===== src/rtl/regbank_pkg.sv =====
// Shared widths and the write-back entry type for the register-bank write path.
package regbank_pkg;

  localparam int REG_ADDR_W = 6;
  localparam int REG_DATA_W = 32;

  // One pending register write: destination and value.
  typedef struct packed {
    logic [REG_ADDR_W-1:0] addr;
    logic [REG_DATA_W-1:0] data;
  } wb_entry_t;

endpackage : regbank_pkg


===== src/rtl/regbank_writeback_if.sv =====
// Valid/ready result channel from the execute/memory stages into the
// write-back queue. The producer uses the master modport and the queue uses
// the slave modport.
interface regbank_writeback_if
  import regbank_pkg::*;
#(
  parameter int ADDR_W = REG_ADDR_W,
  parameter int DATA_W = REG_DATA_W
);

  logic              InValid;
  logic              InReady;
  logic [ADDR_W-1:0] InRegister;
  logic [DATA_W-1:0] InData;

  modport master (
    output InValid,
    output InRegister,
    output InData,
    input  InReady
  );

  modport slave (
    input  InValid,
    input  InRegister,
    input  InData,
    output InReady
  );

endinterface : regbank_writeback_if


===== src/rtl/wb_fifo.sv =====
// Generic circular FIFO for write-back entries. It exposes the head entry,
// the fill level, and a read-all view in age order (index 0 = oldest) so the
// parent can search the pending entries.
module wb_fifo
  import regbank_pkg::*;
#(
  parameter int  DEPTH   = 4,
  parameter type entry_t = wb_entry_t,
  localparam int PTR_W   = $clog2(DEPTH),
  localparam int CNT_W   = PTR_W + 1
) (
  input  logic                    clk,
  input  logic                    reset,
  input  logic                    push_i,
  input  entry_t                  wdata_i,
  input  logic                    pop_i,
  output entry_t                  rdata_o,
  output logic                    full_o,
  output logic                    empty_o,
  output logic [CNT_W-1:0]        count_o,
  output entry_t [DEPTH-1:0]      view_o
);

  entry_t             mem_q [DEPTH];
  logic [PTR_W-1:0]   wr_ptr_q, wr_ptr_d;
  logic [PTR_W-1:0]   rd_ptr_q, rd_ptr_d;
  logic [CNT_W-1:0]   count_q, count_d;
  logic               do_push, do_pop;

  assign full_o  = (count_q == CNT_W'(DEPTH));
  assign empty_o = (count_q == '0);
  assign count_o = count_q;
  assign rdata_o = mem_q[rd_ptr_q];

  // Requests are ignored when they would overflow or underflow the storage.
  assign do_push = push_i && !full_o;
  assign do_pop  = pop_i && !empty_o;

  // Next pointer and count values; pointer widths make wrap modulo DEPTH free.
  always_comb begin
    // NOTE: every always_comb output gets a default first so no path can leave it unassigned and infer a latch.
    wr_ptr_d = wr_ptr_q;
    rd_ptr_d = rd_ptr_q;
    count_d  = count_q + CNT_W'(do_push) - CNT_W'(do_pop);
    if (do_push) wr_ptr_d = wr_ptr_q + 1'b1;
    if (do_pop)  rd_ptr_d = rd_ptr_q + 1'b1;
  end

  // Pointer and count state.
  always_ff @(posedge clk or posedge reset) begin
    // NOTE: sequential state uses non-blocking assignments so every register samples pre-edge values.
    if (reset) begin
      wr_ptr_q <= '0;
      rd_ptr_q <= '0;
      count_q  <= '0;
    end else begin
      wr_ptr_q <= wr_ptr_d;
      rd_ptr_q <= rd_ptr_d;
      count_q  <= count_d;
    end
  end

  // Entry storage.
  // NOTE: the storage array has no reset; an empty count already marks every slot invalid.
  always_ff @(posedge clk) begin
    if (do_push) mem_q[wr_ptr_q] <= wdata_i;
  end

  // Age-ordered view of all slots, starting at the head.
  always_comb begin
    for (int i = 0; i < DEPTH; i++) begin
      view_o[i] = mem_q[rd_ptr_q + PTR_W'(i)];
    end
  end

endmodule : wb_fifo


===== src/rtl/regbank_writeback.sv =====
// Write-back queue in front of the register bank write port.
// Accepts results over a valid/ready channel, drops writes to register 0,
// buffers the rest in order and drains one registered write per cycle unless
// Hold is high.
// Optional feature macro: REGBANK_WB_FORWARD_EN enables newest-value lookup
// for the decode stage; without it LookupHit/LookupData are tied low.
module regbank_writeback
  import regbank_pkg::*;
#(
  parameter int  DEPTH  = 4,
  parameter int  ADDR_W = REG_ADDR_W,
  parameter int  DATA_W = REG_DATA_W,
  localparam int CNT_W  = $clog2(DEPTH) + 1
) (
  input  logic                 clk,
  input  logic                 reset,
  regbank_writeback_if.slave   in_if,
  input  logic                 Hold,
  output logic                 RegWrite,
  output logic [ADDR_W-1:0]    WriteRegister,
  output logic [DATA_W-1:0]    WriteData,
  output logic                 Full,
  output logic                 Empty,
  output logic [CNT_W-1:0]     Count,
  input  logic [ADDR_W-1:0]    LookupRegister,
  output logic                 LookupHit,
  output logic [DATA_W-1:0]    LookupData
);

  typedef struct packed {
    logic [ADDR_W-1:0] addr;
    logic [DATA_W-1:0] data;
  } entry_t;

  entry_t               in_entry;
  entry_t               head;
  entry_t [DEPTH-1:0]   fifo_view;
  logic                 accept, push, pop;

  logic                 regwrite_q, regwrite_d;
  logic [ADDR_W-1:0]    waddr_q, waddr_d;
  logic [DATA_W-1:0]    wdata_q, wdata_d;

  // Ready comes only from the registered fill level; a pop in the same cycle
  // does not open the input.
  assign in_if.InReady = !Full;
  assign accept        = in_if.InValid && in_if.InReady;
  assign push          = accept && (in_if.InRegister != '0);
  assign pop           = !Hold && !Empty;
  assign in_entry      = '{addr: in_if.InRegister, data: in_if.InData};

  wb_fifo #(
    .DEPTH   (DEPTH),
    .entry_t (entry_t)
  ) u_fifo (
    .clk     (clk),
    .reset   (reset),
    .push_i  (push),
    .wdata_i (in_entry),
    .pop_i   (pop),
    .rdata_o (head),
    .full_o  (Full),
    .empty_o (Empty),
    .count_o (Count),
    .view_o  (fifo_view)
  );

  // Output stage next state: strobe only on a pop, address/data hold otherwise.
  always_comb begin
    regwrite_d = pop;
    waddr_d    = waddr_q;
    wdata_d    = wdata_q;
    if (pop) begin
      waddr_d = head.addr;
      wdata_d = head.data;
    end
  end

  // Registered write port to the register bank.
  always_ff @(posedge clk or posedge reset) begin
    if (reset) begin
      regwrite_q <= 1'b0;
      waddr_q    <= '0;
      wdata_q    <= '0;
    end else begin
      regwrite_q <= regwrite_d;
      waddr_q    <= waddr_d;
      wdata_q    <= wdata_d;
    end
  end

  assign RegWrite      = regwrite_q;
  assign WriteRegister = waddr_q;
  assign WriteData     = wdata_q;

`ifdef REGBANK_WB_FORWARD_EN
  logic              lookup_hit;
  logic [DATA_W-1:0] lookup_data;

  // Newest-wins search: output stage first, then queue oldest to newest so
  // later matches override earlier ones.
  always_comb begin
    lookup_hit  = 1'b0;
    lookup_data = '0;
    if (LookupRegister != '0) begin
      if (regwrite_q && (waddr_q == LookupRegister)) begin
        lookup_hit  = 1'b1;
        lookup_data = wdata_q;
      end
      for (int i = 0; i < DEPTH; i++) begin
        if ((CNT_W'(i) < Count) && (fifo_view[i].addr == LookupRegister)) begin
          lookup_hit  = 1'b1;
          lookup_data = fifo_view[i].data;
        end
      end
    end
  end

  assign LookupHit  = lookup_hit;
  assign LookupData = lookup_data;
`else
  logic unused_lookup;

  assign LookupHit     = 1'b0;
  assign LookupData    = '0;
  assign unused_lookup = ^{LookupRegister, fifo_view};
`endif

endmodule : regbank_writeback


===== src/flat_wrapper.sv =====
// flat-port wrapper written by rule: the top's interface ports become plain ports
module regbank_writeback_flat import regbank_pkg::*;
#(
  parameter int  DEPTH  = 4,
  parameter int  ADDR_W = REG_ADDR_W,
  parameter int  DATA_W = REG_DATA_W,
  localparam int CNT_W  = $clog2(DEPTH) + 1
)
  (clk, reset, Hold, RegWrite, WriteRegister, WriteData, Full, Empty, Count, LookupRegister, LookupHit, LookupData, in_if_InValid, in_if_InRegister, in_if_InData, in_if_InReady);
  regbank_writeback_if #(.ADDR_W(ADDR_W), .DATA_W(DATA_W)) in_if_i ();
  input  logic clk;
  input  logic reset;
  input  logic Hold;
  output logic RegWrite;
  output logic [ADDR_W-1:0] WriteRegister;
  output logic [DATA_W-1:0] WriteData;
  output logic Full;
  output logic Empty;
  output logic [CNT_W-1:0] Count;
  input  logic [ADDR_W-1:0] LookupRegister;
  output logic LookupHit;
  output logic [DATA_W-1:0] LookupData;
  input wire logic [$bits(in_if_i.InValid)-1:0] in_if_InValid;
  input wire logic [$bits(in_if_i.InRegister)-1:0] in_if_InRegister;
  input wire logic [$bits(in_if_i.InData)-1:0] in_if_InData;
  output wire logic [$bits(in_if_i.InReady)-1:0] in_if_InReady;
  assign in_if_i.InValid = in_if_InValid;
  assign in_if_i.InRegister = in_if_InRegister;
  assign in_if_i.InData = in_if_InData;
  assign in_if_InReady = in_if_i.InReady;
  regbank_writeback #(.DEPTH(DEPTH), .ADDR_W(ADDR_W), .DATA_W(DATA_W)) u_core (.clk(clk), .reset(reset), .in_if(in_if_i), .Hold(Hold), .RegWrite(RegWrite), .WriteRegister(WriteRegister), .WriteData(WriteData), .Full(Full), .Empty(Empty), .Count(Count), .LookupRegister(LookupRegister), .LookupHit(LookupHit), .LookupData(LookupData));
endmodule

===== config.mk =====
export PLATFORM = sky130hd
export DESIGN_NAME = regbank_writeback_flat
export DESIGN_NICKNAME = d
export VERILOG_FILES = /design/src/rtl/regbank_pkg.sv /design/src/rtl/regbank_writeback_if.sv /design/src/rtl/wb_fifo.sv /design/src/rtl/regbank_writeback.sv /design/src/flat_wrapper.sv
export SDC_FILE = /design/constraint.sdc
export NUM_CORES = 1
export LEC_CHECK = 0
export ABC_AREA = 0
export ABC_CLOCK_PERIOD_IN_PS = 2190
export CAP_MARGIN = 20
export CORE_MARGIN = 2
export CORE_UTILIZATION = 55
export CTS_BUF_LIST = sky130_fd_sc_hd__clkbuf_2 sky130_fd_sc_hd__clkbuf_4 sky130_fd_sc_hd__clkbuf_8
export DETAILED_ROUTE_END_ITERATION = 16
export PLACE_DENSITY_LB_ADDON = 0.3
export SYNTH_ARGS = -nofsm -noshare
export SYNTH_HDL_FRONTEND = slang
export SYNTH_SLANG_ARGS = --single-unit

===== constraint.sdc =====
create_clock -name clk -period 2.19 [get_ports clk]
set_input_delay 0.657 -clock clk [delete_from_list [all_inputs] [get_ports clk]]
set_output_delay 0.657 -clock clk [all_outputs]
set_load 0.02 [all_outputs]

==> results.md <==
* Status: complete, no violations
* Crit-path cells: buf_4 > or4_4 > o311a_4 > inv_2 > ha_4 > inv_2 > ha_4 > fa_2
* Max-Cap Viols at 0
* RR Startpoint: u_core.u_fifo.count_o[2]$_DFF_PP0_
* Slowest stage cell, crit path: or4_4
* Vias per cell at about 5.3
* Worst slew margin at 0.612
* Peak fanout along the critical path at 5
* Int Pwr at between 0.008 and 0.009 W
* Number of CTS-inserted buffers at 17
* Worst VDD drop at 0.744 mV
* GRT met2 Usage at 0.321
* Logic pwr share at 0.347
* Detailed-route wire length per cell at a little under 20 microns
* Setup_tns at 0 ns
* Sequential cell area fraction in the yosys report at 0.754
* Longest Clk Path Bufs at 2
* Number of antenna violations at the first check in global routing at 0
* Switching fraction of total power at 0.301
* Reg2reg path depth at 9
* ANT nets after route at 0
* Placed cells at between 600 and 700
* Final std cells w/o fill at roughly 650
* WP data required at about 2.5 ns
* Area of the core at about 13000 sq um
* First-pass GRT wire length at roughly 20000 microns
* Avg Inst Size Synth at ~22 sq um
* Reg-to-reg critical path endpoint: u_core.u_fifo.count_o[2]$_DFF_PP0_
* Die area at around 15000 sq um
* Violation count after the first detailed-route iteration at ~210
* WS Path Type: input port to register
* Commonest non-fill, non-tap cell in the layout: edfxtp_1
* Clock sinks at between 150 and 200
* R2r setup slk at about 0.20 ns
* Initial Utilization at 0.568
* CP startpoint: in_if_InRegister[0]
* Syn Inst Count at approximately 350
* CTS Root Cell: clkbuf_8
* Final setup violation count at 0
* Post-layout minimum cycle time at around 2.2 ns
* PD cells at 1330 nW/um^2
* CP Capture Type: register
* CTS clock-pin slew for the worst setup and hold paths at 0.09 ns
* Number of global-route vias before repair at 3791
* Clock power frac at 0.188
* Area delta synth->final at 21.1%
* HPWL after detailed placement at ~8300 microns
* Cts hold-fix bufs at 0
* Worst EP arrival at 2.50 ns
* Met1 GRT Util at 0.247
* Least-Margin Pin Slew at between 0.5 and 0.6 ns
* IO Count at around 130
* Port Buffers at 86
* Fin crit share at 0.988
* Leakage power at 3.25 nW
* Total GRT Usage at 0.192
* Largest net degree at the start of global routing at 47
* Largest stage delay, worst path at between 0.5 and 0.6 ns
* RSZ-0062 raised after global routing: false
* CTS HTree Levels at 4
* Hold_ws at 0.412 ns
* Mapped Area at about 7600 sq um
* Slew Limit Fails at 0
* Post-DP Area at slightly below 9000 sq um
* Die Height at 121 microns
* Nets at just over 500
* Post-CTS setup buffers at 0
* DR pass1 iterations at 6
* Clk_lat worst skew at 0.45 ns
* Top Usage Layer GRT: met2
* DRC Markers at 0
* Worst setup SP type: input port
* Final instance area at a little over 9000 sq um
* YS warnings at 0
* Setup crit end: u_core.u_fifo.count_o[1]$_DFF_PP0_
* Worst min-delay path class: input port to register
* DRT Wirelength at 12800 microns
* CTS tree: yes
* Pre-CTS worst setup slack at -0.862 ns
* Sequential group share of total power at 0.465
* GPL Wtd Cong at just over 0.7
* Peak Freq at around 0.46 GHz
* Global route total overflow at 0
* Met3 global-route usage at 0.0479
* Die W at roughly 120 microns
* Synthesis-stage register bit count at a little under 200
* Share of cells above drive strength 1 at 0.327
* P_sw at ~0.0037 W
* Final Skew at ~0.010 ns
* Rows at between 40 and 50
* Highest-count cells in the layout ignoring fill and taps: edfxtp_1 (152), clkdlybuf4s50_1 (76), dfrtp_1 (41)
* Worst setup margin at between 0.02 and 0.03 ns
* Hold Fails Final Rpt at 0
* Via Count at 3458
* # diodes at 0
* Distinct cell type count after synthesis at 20
==> layer usage <==
layer / vias up / part of all wire
met2: 119 / 0.52
li1: 1538 / -
met5: - / 0
met4: 0 / 0.014
met3: 16 / 0.051
met1: 1785 / 0.41
==> per-stage QoR <==
step	util	total power [W]
6_report	0.688	0.0122
5_1_grt	0.688	0.0128
2_1_floorplan	-	0.00820
4_1_cts	0.688	0.0123
3_5_place_dp	0.658	0.0101
3_3_place_gp	0.658	0.00990
==> Yosys cell counts <==
master / instances / area (sq um)
mux4_2: 38 / 856
inv_1: 8 / 30.0
fa_1: 1 / 20.0
xnor2_1: 2 / 17.5
edfxtp_1: 152 / 4560
clkbuf_1: 4 / 15.0
dfrtp_1: 46 / 1150
nor3_1: 1 / 5.00
mux2_4: 1 / 15.0
o311a_4: 1 / 21.3
xor2_1: 3 / 26.3
buf_4: 33 / 248
nor3b_1: 2 / 15.0
conb_1: 1 / 3.75
ha_1: 6 / 75.1
or4_4: 1 / 11.3
buf_2: 9 / 45.0
mux2_2: 38 / 428
and2_2: 4 / 30.0
nor2_1: 1 / 3.75
==> layout make-up <==
cell class | count | area, sq um
clock inverter | 11 | 124
multi-input combinational | 132 | 1700
sequential | 198 | 5720
timing repair buffer | 107 | 1110
fill | 878 | 4170
tap | 176 | 220
inverter | 8 | 30.0
clock buffer | 21 | 277
==> cells by family after synthesis <==
family | after synthesis | synth area share
simple gates | 9 | 0.00858
xor+xnor | 5 | 0.00578
other cells | 1 | 0.000495
flops | 198 | 0.754
buf+inv | 54 | 0.0446
mux | 77 | 0.171
compound gates | 1 | 0.00281
fa+ha+maj | 7 | 0.0125
==> power groups by stage <==
stage | Combinational (W) | Sequential, W | Clock [W]
after global placement | 0.00422 | 0.00568 | 0
after global routing | 0.00452 | 0.00578 | 0.00250
after floorplan | 0.00221 | 0.00599 | 0
final | 0.00423 | 0.00566 | 0.00229
after CTS | 0.00431 | 0.00567 | 0.00235
after detailed placement | 0.00431 | 0.00574 | 0
==> worst max-delay path: cells and delay by family <==
family | cells | cell delay, ns
buffers and inverters | 3 | 0.26
AOI/OAI and AO/OA | 1 | 0.32
and+or+nand+nor | 1 | 0.53
adders and majority gates | 3 | 0.72
==> repair_timing <==
action / CTS / global route
setup endpoints to repair: 161 / 3
pin swaps: 4 / 1
hold endpoints to repair: 0 / 0
gates resized for setup: 37 / 1
==> state kept, by name (all words and copies together), names as in the netlist <==
signal / flops
u_core.RegWrite: 1
u_core.u_fifo.count_o: 3
u_core.u_fifo.wr_ptr_q: 2
u_core.u_fifo.rd_ptr_q: 2
u_core.u_fifo.mem_q: 152
u_core.WriteRegister: 6
u_core.WriteData: 32
==> worst min-delay path by stage <==
stage                     slack, ns  cells past startpoint                                   from                                    end
final                          0.41                      1                    in_if_InRegister[0]   u_core.u_fifo.mem_q[2][32]$_DFFE_PP_
after global routing           0.39                      1                    in_if_InRegister[0]   u_core.u_fifo.mem_q[0][32]$_DFFE_PP_
after CTS                      0.38                      1                    in_if_InRegister[0]   u_core.u_fifo.mem_q[0][32]$_DFFE_PP_
after detailed placement       0.50                      1       u_core.WriteData[25]$_DFFE_PP0P_       u_core.WriteData[25]$_DFFE_PP0P_
after global placement         0.49                      1       u_core.WriteData[16]$_DFFE_PP0P_       u_core.WriteData[16]$_DFFE_PP0P_
after floorplan                0.53                      1  u_core.u_fifo.wr_ptr_q[1]$_DFFE_PP0P_  u_core.u_fifo.wr_ptr_q[1]$_DFFE_PP0P_
Power figures use the tool's default switching activity.
